$ cat src/rtl/piso_serializer_if.sv
// Parallel word handshake into the serializer.
// Source drives Par_IN/In_Valid; serializer answers In_Ready.
interface piso_serializer_if #(
  parameter int WIDTH = 4
);
  logic [WIDTH-1:0] Par_IN;
  logic             In_Valid;
  logic             In_Ready;

  modport master (
    output Par_IN,
    output In_Valid,
    input  In_Ready
  );

  modport slave (
    input  Par_IN,
    input  In_Valid,
    output In_Ready
  );
endinterface

$ cat src/rtl/piso_serializer.sv
// Parallel-in serial-out transmitter, LSB first.
// Back-to-back frames reload on the last bit; Hold freezes the link.
module piso_serializer #(
  parameter int WIDTH = 4
) (
  input  logic             CLK,
  input  logic             RST_N,
  piso_serializer_if.slave up,
  input  logic             Hold,
  output logic             Serial_OUT,
  output logic             Out_Valid,
  output logic             Busy,
  output logic             Frame_Done
);
  localparam int CW = $clog2(WIDTH);
  localparam logic [CW-1:0] LAST = CW'(WIDTH - 1);

  typedef enum logic {
    IDLE,
    SHIFT
  } state_t;

  state_t           state_q;
  state_t           state_d;
  logic [WIDTH-1:0] sr_q;
  logic [WIDTH-1:0] sr_d;
  logic [CW-1:0]    cnt_q;
  logic [CW-1:0]    cnt_d;
  logic             done_q;
  logic             done_d;
  logic             last;
  logic             accept;

  assign last        = (state_q == SHIFT) && (cnt_q == LAST);
  assign Out_Valid   = (state_q == SHIFT) && !Hold;
  assign up.In_Ready = (state_q == IDLE) || (last && !Hold);
  assign accept      = up.In_Valid && up.In_Ready;
  assign Serial_OUT  = (state_q == SHIFT) ? sr_q[0] : 1'b0;
  assign Busy        = (state_q == SHIFT);
  assign Frame_Done  = done_q;

  always_ff @(posedge CLK) begin
    if (!RST_N) begin
      state_q <= IDLE;
      sr_q    <= '0;
      cnt_q   <= '0;
      done_q  <= 1'b0;
    end else begin
      state_q <= state_d;
      sr_q    <= sr_d;
      cnt_q   <= cnt_d;
      done_q  <= done_d;
    end
  end

  always_comb begin
    state_d = state_q;
    sr_d    = sr_q;
    cnt_d   = cnt_q;
    done_d  = 1'b0;
    unique case (state_q)
      IDLE: begin
        if (accept) begin
          sr_d    = up.Par_IN;
          cnt_d   = '0;
          state_d = SHIFT;
        end
      end
      SHIFT: begin
        if (Out_Valid) begin
          if (last) begin
            done_d = 1'b1;
            cnt_d  = '0;
            // reload without a gap if the next word is waiting
            if (accept) begin
              sr_d = up.Par_IN;
            end else begin
              sr_d    = sr_q >> 1;
              state_d = IDLE;
            end
          end else begin
            sr_d  = sr_q >> 1;
            cnt_d = cnt_q + 1'b1;
          end
        end
      end
    endcase
  end
endmodule

$ cat src/flat_wrapper.sv
// flat-port wrapper written by rule: the top's interface ports become plain ports
module piso_serializer_flat 
#(
  parameter int WIDTH = 4
)
  (CLK, RST_N, Hold, Serial_OUT, Out_Valid, Busy, Frame_Done, up_Par_IN, up_In_Valid, up_In_Ready);
  piso_serializer_if #(.WIDTH(WIDTH)) up_i ();
  input  logic CLK;
  input  logic RST_N;
  input  logic Hold;
  output logic Serial_OUT;
  output logic Out_Valid;
  output logic Busy;
  output logic Frame_Done;
  input wire logic [$bits(up_i.Par_IN)-1:0] up_Par_IN;
  input wire logic [$bits(up_i.In_Valid)-1:0] up_In_Valid;
  output wire logic [$bits(up_i.In_Ready)-1:0] up_In_Ready;
  assign up_i.Par_IN = up_Par_IN;
  assign up_i.In_Valid = up_In_Valid;
  assign up_In_Ready = up_i.In_Ready;
  piso_serializer #(.WIDTH(WIDTH)) u_core (.CLK(CLK), .RST_N(RST_N), .up(up_i), .Hold(Hold), .Serial_OUT(Serial_OUT), .Out_Valid(Out_Valid), .Busy(Busy), .Frame_Done(Frame_Done));
endmodule
$ cat config.mk
export PLATFORM = sky130hd
export DESIGN_NAME = piso_serializer_flat
export DESIGN_NICKNAME = d
export VERILOG_FILES = /design/src/rtl/piso_serializer_if.sv /design/src/rtl/piso_serializer.sv /design/src/flat_wrapper.sv
export SDC_FILE = /design/constraint.sdc
export NUM_CORES = 1
export LEC_CHECK = 0
export BUFFER_PORTS_ARGS = -buffer_cell sky130_fd_sc_hd__buf_2
export CORE_AREA = 2 2 39 41
export DETAILED_ROUTE_END_ITERATION = 12
export DIE_AREA = 0 0 41 43
export HOLD_SLACK_MARGIN = 0.15
export PLACE_DENSITY = 0.56
export SLEW_MARGIN = 20
export SYNTH_ARGS = -nofsm -noshare
export SYNTH_HDL_FRONTEND = slang
export SYNTH_SLANG_ARGS = --single-unit
$ cat constraint.sdc
create_clock -name CLK -period 3.6 [get_ports CLK]
set_input_delay 0.36 -clock CLK [delete_from_list [all_inputs] [get_ports CLK]]
set_output_delay 0.36 -clock CLK [all_outputs]
set_load 0.05 [all_outputs]
==> results of run 1 <==
## stage by stage
stage	power, uW	area (um2)	utilization (%)	hold WS (ns)
after floorplan	131	417	-	0.442
after global placement	139	475	34.4	0.460
after detailed placement	140	475	34.4	0.461
after CTS	210	498	36.0	0.366
after global routing	217	498	36.0	0.399
final	205	498	36.0	0.373
## layer usage
metal  wire length (um)  share of wire, %  vias to the layer above
met5                  0                 0                        -
met4                 14               1.7                        0
met3                 37               4.5                        2
met2                373                46                        6
met1                390                48                      160
li1                   -                 -                      188
## cell usage in the layout, fill, tap and decap left out
master,count
sky130_fd_sc_hd__buf_2,12
sky130_fd_sc_hd__inv_1,2
sky130_fd_sc_hd__a21oi_1,2
sky130_fd_sc_hd__nor2_1,3
sky130_fd_sc_hd__o221a_1,3
sky130_fd_sc_hd__o311a_1,1
sky130_fd_sc_hd__nand2b_1,3
sky130_fd_sc_hd__clkbuf_4,3
sky130_fd_sc_hd__nor4bb_1,1
sky130_fd_sc_hd__ha_1,1
sky130_fd_sc_hd__dfxtp_1,8
sky130_fd_sc_hd__a221o_1,1
sky130_fd_sc_hd__nand3b_2,1
sky130_fd_sc_hd__and2_4,1
sky130_fd_sc_hd__a32o_1,2
sky130_fd_sc_hd__and2_1,1
sky130_fd_sc_hd__a21boi_1,3
sky130_fd_sc_hd__nand2_1,2
sky130_fd_sc_hd__and3_1,2
sky130_fd_sc_hd__a31oi_1,1
sky130_fd_sc_hd__inv_2,1
sky130_fd_sc_hd__nand3b_1,1
sky130_fd_sc_hd__nand3_1,1
## final cells by class
type / count / area share (%)
timing repair buffer: 12 / 12.1
tap: 16 / 4.02
clock buffer: 3 / 4.52
sequential: 8 / 32.2
inverter: 3 / 2.26
multi-input combinational: 30 / 45.0
## power groups by stage
stage	Clock, uW	Combinational [uW]	Sequential, uW
2_1_floorplan	0	29.9	101
3_3_place_gp	0	38.5	101
3_5_place_dp	0	38.8	101
4_1_cts	72.1	38.9	99.2
5_1_grt	75.0	42.4	99.8
6_report	67.4	38.5	99.3
## worst register-to-register path, cell delays in order, from the launching register on
cell	delay (ns)
sky130_fd_sc_hd__dfxtp_1	0.56
sky130_fd_sc_hd__nand2b_1	0.28
sky130_fd_sc_hd__and2_4	0.22
sky130_fd_sc_hd__o311a_1	0.33
## logic make-up (layout without fill, tap and decap cells)
group           count (synthesis)  in the layout  synth area share (%)
buf+inv                         6             18                  7.81
compound gates                 13             13                  27.0
fa+ha+maj                       1              1                  3.00
flops                           8              8                  38.4
simple gates                   16             16                  23.7
## flip-flops by register name, summed over array words and instances (netlist names)
register           flops
u_core.Frame_Done      1
u_core.Busy            1
u_core.cnt_q           2
u_core.sr_q            4
## final timing paths
path                    endpoint  slack (ns)
hold / removal       u_core.Busy        0.37
setup / recovery       Out_Valid        1.77
hold reg to reg   u_core.sr_q[3]        0.47
setup reg to reg  u_core.sr_q[2]        2.09
==> impl_table.tex, run 1 <==
\begin{tabular}{lr}
\hline
Metric & Value \\
\hline
\multicolumn{2}{l}{\textbf{Clock tree}} \\
H-Tree Depth & 1 \\
Clock tree from TritonCTS & done \\
Maximum count of clock buffers along a single path & 2 \\
Insertion delay of the later-clocked pin in the worst-skew pair & 0.25 ns \\
Post-cts hold buffer count & 0 \\
Post-CTS Resized & 0 \\
Cell at the root of the clock tree & sky130\_fd\_sc\_hd\_\_clkbuf\_4 \\
Number of setup buffers added after CTS & 0 \\
Reg clk slew, reported paths & 0.05 ns \\
Sink Count & 8 \\
TritonCTS Buffers & 3 \\
\multicolumn{2}{l}{\textbf{Power}} \\
Proportion of power drawn by the clock network & 32.8\% \\
Switching Fraction & 27.4\% \\
Sw power & 56.2 uW \\
Maximum vdd drop & between 200 and 250 uV \\
Sequential cell fraction of total power & 48.4\% \\
Power density cells & 412 nW/um2 \\
Logic gate share of total power & 18.8\% \\
Reported leakage power & between 0.0002 and 0.00025 uW \\
P\_int & around 150 uW \\
\multicolumn{2}{l}{\textbf{Yosys}} \\
Post-synthesis average cell area & 9.47 um2 \\
Cell area after technology mapping & approximately 420 um2 \\
Post-synthesis sequential area ratio & 38.4\% \\
Number of synthesized register bits & 8 \\
Post-Synthesis Cells & 44 \\
List of most frequent post-synthesis cells & sky130\_fd\_sc\_hd\_\_dfxtp\_1, sky130\_fd\_sc\_hd\_\_a21boi\_1, sky130\_fd\_sc\_hd\_\_nand2b\_1, sky130\_fd\_sc\_hd\_\_nor2\_1, sky130\_fd\_sc\_hd\_\_o221a\_1 \\
Synth top area cells & sky130\_fd\_sc\_hd\_\_dfxtp\_1, sky130\_fd\_sc\_hd\_\_o221a\_1, sky130\_fd\_sc\_hd\_\_a21boi\_1 \\
Number of different library cells in the post-synthesis netlist & 23 \\
Post-Synthesis Net Count & 53 \\
Most used flip-flop cell after synthesis & sky130\_fd\_sc\_hd\_\_dfxtp\_1 \\
Ys async rst share & 0\% \\
Number of warnings issued by yosys & 0 \\
Top-area cell type share of the netlist area & around two fifths \\
Count of flip-flops with a built-in enable after synthesis & 0 \\
Dominant cell by count in the synthesized netlist & sky130\_fd\_sc\_hd\_\_dfxtp\_1 \\
Most area-hungry cell type in the Yosys netlist & sky130\_fd\_sc\_hd\_\_dfxtp\_1 \\
\multicolumn{2}{l}{\textbf{Timing}} \\
Slew at the pin closest to its max-slew limit & between 0.4 and 0.5 ns \\
Final Cycle Share & 51.0\% \\
Clock tree skew after final layout & about 0.0058 ns \\
Final critical-path required period & between 1.5 and 2 ns \\
TNS Setup & 0 ns \\
Pins over their slew limit & 0 \\
Endpoints failing setup & 0 \\
Number of hold violations in the final report & 0 \\
Highest attainable clock frequency & 0.545 GHz \\
Relative max-transition margin & between 70\% and 80\% \\
Setup ws final & about 1.8 ns \\
Setup repair after global routing missed its margin & false \\
\multicolumn{2}{l}{\textbf{Global routing}} \\
Met2 demand-to-capacity share in global routing & 15.9\% \\
Number of global-route vias before repair & around 320 \\
Global-route wire length before repair & roughly 1.4 mm \\
Maximum number of pins on one net before global-route repair & 15 \\
Antenna violations before repair & 0 \\
Global Route met3 Usage & 8.38\% \\
Overflow left after global routing & 0 \\
Total global routing track utilization & 11.6\% \\
Met1 demand-to-capacity share in global routing & about 14\% \\
GRT busiest layer & met2 \\
\multicolumn{2}{l}{\textbf{Floorplanning}} \\
Count of boundary I/O pins & 13 \\
Placement Rows & 14 \\
Initial core utilization & 30.1\% \\
Die area & roughly 1800 um2 \\
Die span in x & around 40 um \\
Vertical extent of the die & between 40 and 50 um \\
Area of the core & 1380 um2 \\
\multicolumn{2}{l}{\textbf{Finish}} \\
Area grow syn2layout & 19.5\% \\
Finished Layout Cells & slightly above 70 \\
Final-layout fill cell count & 153 \\
Storage cell area & 160 um2 \\
Final layout net count & 67 \\
Fraction of layout cells with a size suffix above 1 & about a third \\
Diode count & 0 \\
Area occupied by multi-input gates & roughly 220 um2 \\
\multicolumn{2}{l}{\textbf{Critical path}} \\
Sequence of cells on the critical path & nand2b\_1, inv\_2, buf\_2 \\
Critical path data required time & between 3 and 4 ns \\
Largest driver fanout on the critical path & 14 \\
Cell depth of the worst setup path & 3 \\
Worst flop-to-flop path startpoint & u\_core.Busy \\
Worst Reg2Reg Path Length in Cells & 3 \\
Slowest library cell on the worst path & sky130\_fd\_sc\_hd\_\_dfxtp\_1 \\
Total buffers and inverters traversed by the critical path & 2 \\
Setup CP Type & reg2out \\
Largest stage delay on the critical path & between 0.5 and 0.6 ns \\
Critical path's top delay family & flip-flops \\
CP startpoint & u\_core.Busy \\
Crit path capture type & primary output \\
Arr. time, crit path & 1.47 ns \\
Nature of the critical path startpoint & flop \\
\multicolumn{2}{l}{\textbf{Hold path}} \\
Path category of the worst min-delay check & in2reg \\
Hold Path Origin & up\_In\_Valid \\
Cell depth of the worst min-delay path & 3 \\
\multicolumn{2}{l}{\textbf{Routing}} \\
Drt initial violations & 6 \\
Antenna-violating nets left & 0 \\
Via density per instance & 4.94 \\
Detailed-route wire length per cell & 11.3 um \\
DR DRC count & 0 \\
Final wirelength & just over 800 um \\
First-pass DRT Iterations & 2 \\
Total number of vias & roughly 360 \\
\multicolumn{2}{l}{\textbf{Placement}} \\
Pre-CTS setup slack & $\sim$2.0 ns \\
Inst Count DP & 69 \\
Port-buffer cells & 12 \\
Routability congestion estimate & 0.699 \\
Placed wire-length estimate after detailed placement & 613 um \\
\multicolumn{2}{l}{\textbf{Flow run}} \\
Max cap viols & 0 \\
\multicolumn{2}{l}{\textbf{Outcome}} \\
Outcome & finished clean \\
\hline
\end{tabular}
Power figures use the tool's default switching activity.
==> inputs of run 2 (changes only) <==
--- a/config.mk
+++ b/config.mk
@@ -10,7 +10,7 @@
 export DETAILED_ROUTE_END_ITERATION = 12
 export DIE_AREA = 0 0 41 43
 export HOLD_SLACK_MARGIN = 0.15
-export PLACE_DENSITY = 0.56
+export PLACE_DENSITY = 0.58
 export SLEW_MARGIN = 20
 export SYNTH_ARGS = -nofsm -noshare
 export SYNTH_HDL_FRONTEND = slang
==> constraint.sdc (replaced) <==
create_clock -name CLK -period 1.6 [get_ports CLK]
set_input_delay 0.16 -clock CLK [delete_from_list [all_inputs] [get_ports CLK]]
set_output_delay 0.16 -clock CLK [all_outputs]
set_load 0.05 [all_outputs]
==> run 2 against run 1 <==
Net effect:
- global-route usage down 0.76 points
- via count up 7.3%
- die area unchanged
- clock-buffer cell count unchanged
- sequential power up 120%
- core utilization up 0.54 points
- critical endpoint unchanged
- largest power group unchanged
- worst hold slack worse by 0.21 ns
==> impl_table.tex, run 2 (synthesized netlist as in run 1, its figures left out) <==
\begin{tabular}{lr}
\hline
Metric & Value \\
\hline
\multicolumn{2}{l}{\textbf{Clock tree}} \\
Post-cts hold buffer count & 0 (unchanged) \\
H-Tree Depth & 1 (unchanged) \\
Number of setup buffers added after CTS & 0 (unchanged) \\
Post-CTS Resized & 0 (unchanged) \\
TritonCTS Buffers & 3 (unchanged) \\
Cell at the root of the clock tree & sky130\_fd\_sc\_hd\_\_clkbuf\_4 \\
Insertion delay of the later-clocked pin in the worst-skew pair & 0.25 ns (about the same) \\
Sink Count & 8 (unchanged) \\
Clock tree from TritonCTS & done \\
Reg clk slew, reported paths & 0.06 ns (about the same) \\
Maximum count of clock buffers along a single path & 2 (unchanged) \\
\multicolumn{2}{l}{\textbf{Timing}} \\
Final Cycle Share & 90.6\% \\
Number of hold violations in the final report & 0 (unchanged) \\
Setup repair after global routing missed its margin & false \\
Highest attainable clock frequency & 0.690 GHz \\
TNS Setup & 0 ns (unchanged) \\
Final critical-path required period & 1.45 ns \\
Clock tree skew after final layout & 0.00113 ns (-0.00465 ns) \\
Slew at the pin closest to its max-slew limit & 0.382 ns (-0.0242 ns) \\
Relative max-transition margin & 74.5\% (+1.6 points) \\
Endpoints failing setup & 0 (unchanged) \\
Pins over their slew limit & 0 (unchanged) \\
\multicolumn{2}{l}{\textbf{Critical path}} \\
Critical path data required time & 1.44 ns (-1.80 ns) \\
Worst Reg2Reg Path Length in Cells & 4 (+1) \\
Setup CP Type & reg2out \\
Flop2flop setup slack & 0.22 ns (-1.87 ns) \\
Crit Reg-Reg Endpoint & u\_core.sr\_q[2] \\
CP startpoint & u\_core.Busy \\
Arr. time, crit path & 1.29 ns (-0.18 ns) \\
Largest driver fanout on the critical path & 9 (-5) \\
Worst flop-to-flop path startpoint & u\_core.cnt\_q[0] \\
Nature of the critical path startpoint & flop \\
Crit path capture type & primary output \\
\multicolumn{2}{l}{\textbf{Routing}} \\
Detailed-route wire length per cell & 12.2 um (+7.2\%) \\
DR DRC count & 0 (unchanged) \\
Final wirelength & 887 um (+8.7\%) \\
First-pass DRT Iterations & 4 (+2) \\
Drt initial violations & 7 (+1) \\
Antenna-violating nets left & 0 (unchanged) \\
Via density per instance & 5.23 (+5.8\%) \\
Total number of vias & 382 (+7.3\%) \\
\multicolumn{2}{l}{\textbf{Power}} \\
Reported leakage power & 0.000246 uW (+2.1\%) \\
Power density cells & 936 nW/um2 (+130\%) \\
Maximum vdd drop & 287 uV (+41\%) \\
\multicolumn{2}{l}{\textbf{Global routing}} \\
Global Route met3 Usage & 1.57\% (-6.8 points) \\
Total global routing track utilization & 10.9\% (-0.76 points) \\
Maximum number of pins on one net before global-route repair & 10 (-5) \\
Number of global-route vias before repair & 339 (+7.3\%) \\
Met1 demand-to-capacity share in global routing & 12.1\% (-1.8 points) \\
Overflow left after global routing & 0 (unchanged) \\
Met2 demand-to-capacity share in global routing & 16.6\% (+0.63 points) \\
Global-route wire length before repair & 1.26 mm (-7.2\%) \\
GRT busiest layer & met2 \\
Antenna violations before repair & 0 (unchanged) \\
\multicolumn{2}{l}{\textbf{Placement}} \\
Placed wire-length estimate after detailed placement & 618 um (+0.77\%) \\
Port-buffer cells & 12 (unchanged) \\
Routability congestion estimate & 0.736 (+5.2\%) \\
\multicolumn{2}{l}{\textbf{Hold path}} \\
Cell depth of the worst min-delay path & 3 (unchanged) \\
Hold Path Origin & up\_In\_Valid \\
Path category of the worst min-delay check & in2reg \\
Min-Delay Endpoint & u\_core.Busy \\
\multicolumn{2}{l}{\textbf{Floorplanning}} \\
Vertical extent of the die & 43 um (unchanged) \\
Initial core utilization & 30.1\% (unchanged) \\
Area of the core & 1380 um2 (unchanged) \\
Count of boundary I/O pins & 13 (unchanged) \\
Die area & 1760 um2 (unchanged) \\
Placement Rows & 14 (unchanged) \\
Die span in x & 41 um (unchanged) \\
\multicolumn{2}{l}{\textbf{Finish}} \\
Most used cells in the layout excluding fill and tap cells & sky130\_fd\_sc\_hd\_\_buf\_2, sky130\_fd\_sc\_hd\_\_dfxtp\_1 \\
Fraction of layout cells with a size suffix above 1 & 33.3\% (+1.2 points) \\
Final layout net count & 68 (+1.5\%) \\
Flip-flop count of the largest register after layout & 4 (unchanged) \\
Area grow syn2layout & 21.3\% \\
Register name with the most flops & u\_core.sr\_q \\
Core Util, Final & 36.5\% (+0.54 points) \\
Final-layout fill cell count & 152 (-0.65\%) \\
Most common cell after layout, fill and taps aside & sky130\_fd\_sc\_hd\_\_buf\_2 \\
Registers with the highest flip-flop counts & u\_core.sr\_q x4, u\_core.cnt\_q x2 \\
Diode count & 0 (unchanged) \\
\multicolumn{2}{l}{\textbf{Flow run}} \\
Max cap viols & 0 (unchanged) \\
\multicolumn{2}{l}{\textbf{Outcome}} \\
Outcome & finished clean \\
\hline
\end{tabular}
==> run 2: cell types whose count changed in the layout (fill, tap and decap cells not counted), sizes merged <==
cell / previous run / this run
buf: 12 / 13
==> run 2: layout make-up <==
type | count | area [um2] | share of cell area (%)
clock buffer | 3 | 22.5 | 4.46
inverter | 3 | 11.3 | 2.23
multi-input combinational | 30 | 224 | 44.3
sequential | 8 | 160 | 31.7
tap | 16 | 20.0 | 3.96
timing repair buffer | 13 | 67.6 | 13.4
==> run 2: routing by layer <==
layer | up-vias | wire length, um
met1 | 180 | 405
met5 | - | 0
met3 | 2 | 32
met4 | 0 | 14
li1 | 191 | -
met2 | 9 | 435
==> run 2: per-stage QoR <==
step / hold WS (ns) / cell area (um2) / instances / setup WS, ns / total power (uW)
global route: 0.172 / 505 / 73 / 0.0558 / 496
global placement: 0.420 / 483 / 70 / 0.231 / 317
finish: 0.161 / 505 / 73 / 0.150 / 473
floorplan: 0.277 / 417 / 44 / 0.0862 / 295
CTS: 0.158 / 505 / 73 / 0.146 / 482
detailed placement: 0.424 / 483 / 70 / 0.215 / 317
==> run 2: critical path, stage by stage (launching register included) <==
cell and delay (ns):
sky130_fd_sc_hd__dfxtp_1 0.39, sky130_fd_sc_hd__nand2b_1 0.25, sky130_fd_sc_hd__inv_2 0.13, sky130_fd_sc_hd__buf_2 0.26
==> run 2: worst max-delay path by stage <==
| stage | endpoint | slack (ns) | cells after the start |
|---|---|---|---|
| after floorplan | Serial_OUT | 0.09 | 2 |
| after global placement | u_core.sr_q[2] | 0.23 | 4 |
| after detailed placement | u_core.sr_q[2] | 0.22 | 4 |
| after CTS | Out_Valid | 0.15 | 3 |
| after global routing | up_In_Ready | 0.06 | 4 |
| final | Out_Valid | 0.15 | 3 |
==> run 2: report_power, final <==
group | total (uW) | switching (uW) | internal (uW)
registers | 220 | 7.67 | 212
logic | 93.6 | 54.2 | 39.4
clock network | 160 | 73.8 | 86.2
==> inputs of run 3 (changes only) <==
--- a/config.mk
+++ b/config.mk
@@ -10,7 +10,7 @@
 export DETAILED_ROUTE_END_ITERATION = 12
 export DIE_AREA = 0 0 41 43
 export HOLD_SLACK_MARGIN = 0.15
-export PLACE_DENSITY = 0.58
+export PLACE_DENSITY = 0.56
 export SLEW_MARGIN = 20
 export SYNTH_ARGS = -nofsm -noshare
 export SYNTH_HDL_FRONTEND = slang
==> constraint.sdc (replaced) <==
create_clock -name CLK -period 1.48 [get_ports CLK]
set_input_delay 0.222 -clock CLK [delete_from_list [all_inputs] [get_ports CLK]]
set_output_delay 0.222 -clock CLK [all_outputs]
set_load 0.05 [all_outputs]
==> run 3 against run 2 <==
Net effect:
- sequential share of layout area fell by 0.90 points
- core utilization rose by 1.4 points
- combinational power rose by 12%
- largest power group unchanged
- highest routed layer unchanged
==> impl_table.tex, run 3 (synthesized netlist as in run 1, its figures left out) <==
\begin{tabular}{lr}
\hline
Metric & Value \\
\hline
\multicolumn{2}{l}{\textbf{Timing}} \\
Final worst hold slack & 0.218 ns (+0.0565 ns) \\
Number of hold violations in the final report & 0 (unchanged) \\
Slew at the pin closest to its max-slew limit & 0.319 ns (-0.0634 ns) \\
Clock tree skew after final layout & 0.00135 ns (+0.000225 ns) \\
Final critical-path required period & 1.38 ns \\
Setup repair after global routing missed its margin & false \\
Relative max-transition margin & 78.8\% (+4.2 points) \\
Pins over their slew limit & 0 (unchanged) \\
Endpoints failing setup & 0 (unchanged) \\
Highest attainable clock frequency & 0.723 GHz \\
Final Cycle Share & 93.5\% \\
TNS Setup & 0 ns (unchanged) \\
\multicolumn{2}{l}{\textbf{Routing}} \\
Final wirelength & 903 um (+1.8\%) \\
DR DRC count & 0 (unchanged) \\
First-pass DRT Iterations & 4 (unchanged) \\
Detailed-route wire length per cell & 12.4 um (+1.8\%) \\
Drt initial violations & 11 (+4) \\
Antenna-violating nets left & 0 (unchanged) \\
Total number of vias & 390 (+2.1\%) \\
Via density per instance & 5.34 (+2.1\%) \\
\multicolumn{2}{l}{\textbf{Finish}} \\
Flip-flop count of the largest register after layout & 4 (unchanged) \\
Most common cell after layout, fill and taps aside & sky130\_fd\_sc\_hd\_\_buf\_2 \\
Final-layout fill cell count & 148 (-2.6\%) \\
Final layout net count & 68 (unchanged) \\
Register name with the most flops & u\_core.sr\_q \\
Fraction of layout cells with a size suffix above 1 & 38.6\% (+5.3 points) \\
Area occupied by multi-input gates & 239 um2 (+6.7\%) \\
Storage cell area & 161 um2 (+0.78\%) \\
Diode count & 0 (unchanged) \\
Most used cells in the layout excluding fill and tap cells & sky130\_fd\_sc\_hd\_\_buf\_2, sky130\_fd\_sc\_hd\_\_dfxtp\_1 \\
Registers with the highest flip-flop counts & u\_core.sr\_q x4, u\_core.cnt\_q x2 \\
Area grow syn2layout & 25.8\% \\
\multicolumn{2}{l}{\textbf{Power}} \\
Power density cells & 992 nW/um2 (+6.0\%) \\
Maximum vdd drop & 334 uV (+16\%) \\
Reported leakage power & 0.000245 uW (-0.28\%) \\
Sw power & 152 uW (+12\%) \\
Total power draw & 520 uW (+9.9\%) \\
Switching Fraction & 29.2\% (+0.56 points) \\
Logic gate share of total power & 20.2\% (+0.4 points) \\
P\_int & 368 uW (+9.0\%) \\
Proportion of power drawn by the clock network & 34.0\% (+0.2 points) \\
Sequential cell fraction of total power & 45.8\% (-0.6 points) \\
\multicolumn{2}{l}{\textbf{Critical path}} \\
Crit path capture type & primary output \\
Largest driver fanout on the critical path & 5 (-4) \\
Nature of the critical path startpoint & flop \\
Flop2flop setup slack & 0.12 ns (-0.10 ns) \\
Worst flop-to-flop path startpoint & u\_core.cnt\_q[0] \\
Crit Reg-Reg Endpoint & u\_core.sr\_q[2] \\
Arr. time, crit path & 1.16 ns (-0.13 ns) \\
Critical path data required time & 1.26 ns (-0.18 ns) \\
Worst Reg2Reg Path Length in Cells & 4 (unchanged) \\
Setup CP Type & reg2out \\
\multicolumn{2}{l}{\textbf{Clock tree}} \\
Cell at the root of the clock tree & sky130\_fd\_sc\_hd\_\_clkbuf\_4 \\
Post-cts hold buffer count & 0 (unchanged) \\
Sink Count & 8 (unchanged) \\
Maximum count of clock buffers along a single path & 2 (unchanged) \\
Insertion delay of the later-clocked pin in the worst-skew pair & 0.26 ns (about the same) \\
Clock tree from TritonCTS & done \\
TritonCTS Buffers & 3 (unchanged) \\
Reg clk slew, reported paths & 0.06 ns (about the same) \\
H-Tree Depth & 1 (unchanged) \\
\multicolumn{2}{l}{\textbf{Placement}} \\
Placed wire-length estimate after detailed placement & 626 um (+1.3\%) \\
Routability congestion estimate & 0.649 (-12\%) \\
Port-buffer cells & 12 (unchanged) \\
\multicolumn{2}{l}{\textbf{Global routing}} \\
Antenna violations before repair & 0 (unchanged) \\
Number of global-route vias before repair & 339 (unchanged) \\
Maximum number of pins on one net before global-route repair & 12 (+2) \\
Total global routing track utilization & 12.7\% (+1.8 points) \\
Overflow left after global routing & 0 (unchanged) \\
Global-route wire length before repair & 1.46 mm (+16\%) \\
\multicolumn{2}{l}{\textbf{Hold path}} \\
Hold Path Origin & up\_In\_Valid \\
Path category of the worst min-delay check & in2reg \\
Min-Delay Endpoint & u\_core.Busy \\
Cell depth of the worst min-delay path & 3 (unchanged) \\
\multicolumn{2}{l}{\textbf{Floorplanning}} \\
Die area & 1760 um2 (unchanged) \\
Vertical extent of the die & 43 um (unchanged) \\
Count of boundary I/O pins & 13 (unchanged) \\
Initial core utilization & 30.1\% (unchanged) \\
Die span in x & 41 um (unchanged) \\
Area of the core & 1380 um2 (unchanged) \\
Placement Rows & 14 (unchanged) \\
\multicolumn{2}{l}{\textbf{Outcome}} \\
Outcome & finished clean \\
\multicolumn{2}{l}{\textbf{Flow run}} \\
Max cap viols & 0 (unchanged) \\
\hline
\end{tabular}
run 3: cell count changes in the layout (fill, tap and decap cells not counted):
cell / before / now
sky130_fd_sc_hd__dfxtp_2: 0 / 1
sky130_fd_sc_hd__buf_2: 12 / 11
sky130_fd_sc_hd__nand2b_1: 3 / 2
sky130_fd_sc_hd__ha_4: 0 / 1
sky130_fd_sc_hd__dfxtp_1: 8 / 7
sky130_fd_sc_hd__buf_4: 1 / 2
sky130_fd_sc_hd__nand2b_2: 0 / 1
sky130_fd_sc_hd__ha_1: 1 / 0
run 3: repair_timing:
item	in CTS	in global routing
setup endpoints to repair	1	5
setup buffers	0	0
resized for setup	1	3
run 3: layout make-up:
type / count / area share [%]
tap: 16 / 3.82
clock buffer: 3 / 4.30
inverter: 3 / 2.15
timing repair buffer: 13 / 13.4
sequential: 8 / 30.8
multi-input combinational: 30 / 45.6
run 3: metal layers:
metal / vias to the layer above / track usage, % / routed length [um]
li1: 193 / - / -
met1: 182 / 17.6 / 432
met2: 11 / 14.7 / 406
met3: 4 / 3.66 / 39
met4: 0 / 12.0 / 25
met5: - / 0 / 0
run 3: worst max-delay path by stage:
stage                         start        endpoint
floorplan               u_core.Busy      Serial_OUT
global placement    u_core.cnt_q[0]  u_core.sr_q[2]
detailed placement  u_core.cnt_q[0]  u_core.sr_q[2]
CTS                     u_core.Busy       Out_Valid
global route        u_core.cnt_q[0]     up_In_Ready
finish              u_core.cnt_q[0]     up_In_Ready
run 3: worst max-delay path, stage by stage (launching register included):
cell,delay [ns]
sky130_fd_sc_hd__dfxtp_1,0.39
sky130_fd_sc_hd__ha_4,0.18
sky130_fd_sc_hd__nand2b_1,0.07
sky130_fd_sc_hd__nand2_1,0.07
sky130_fd_sc_hd__buf_4,0.19
run 3: power groups by stage:
stage | combinational [uW] | sequential [uW] | clock, uW
after floorplan | 72.7 | 247 | 0
after global placement | 102 | 242 | 0
after detailed placement | 102 | 242 | 0
after CTS | 104 | 237 | 185
after global routing | 114 | 241 | 194
final | 105 | 238 | 177
run 3: stage by stage:
| stage | utilization, % | instances | area (um2) | setup slack, ns |
|---|---|---|---|---|
| 4_1_cts | 36.8 | 73 | 509 | 0.0305 |
| 3_3_place_gp | 35.0 | 70 | 484 | 0.106 |
| 3_5_place_dp | 35.0 | 70 | 484 | 0.0949 |
| 5_1_grt | 37.9 | 73 | 524 | 0.0145 |
| 2_1_floorplan | - | 44 | 418 | 0.0980 |
| 6_report | 37.9 | 73 | 524 | 0.0964 |
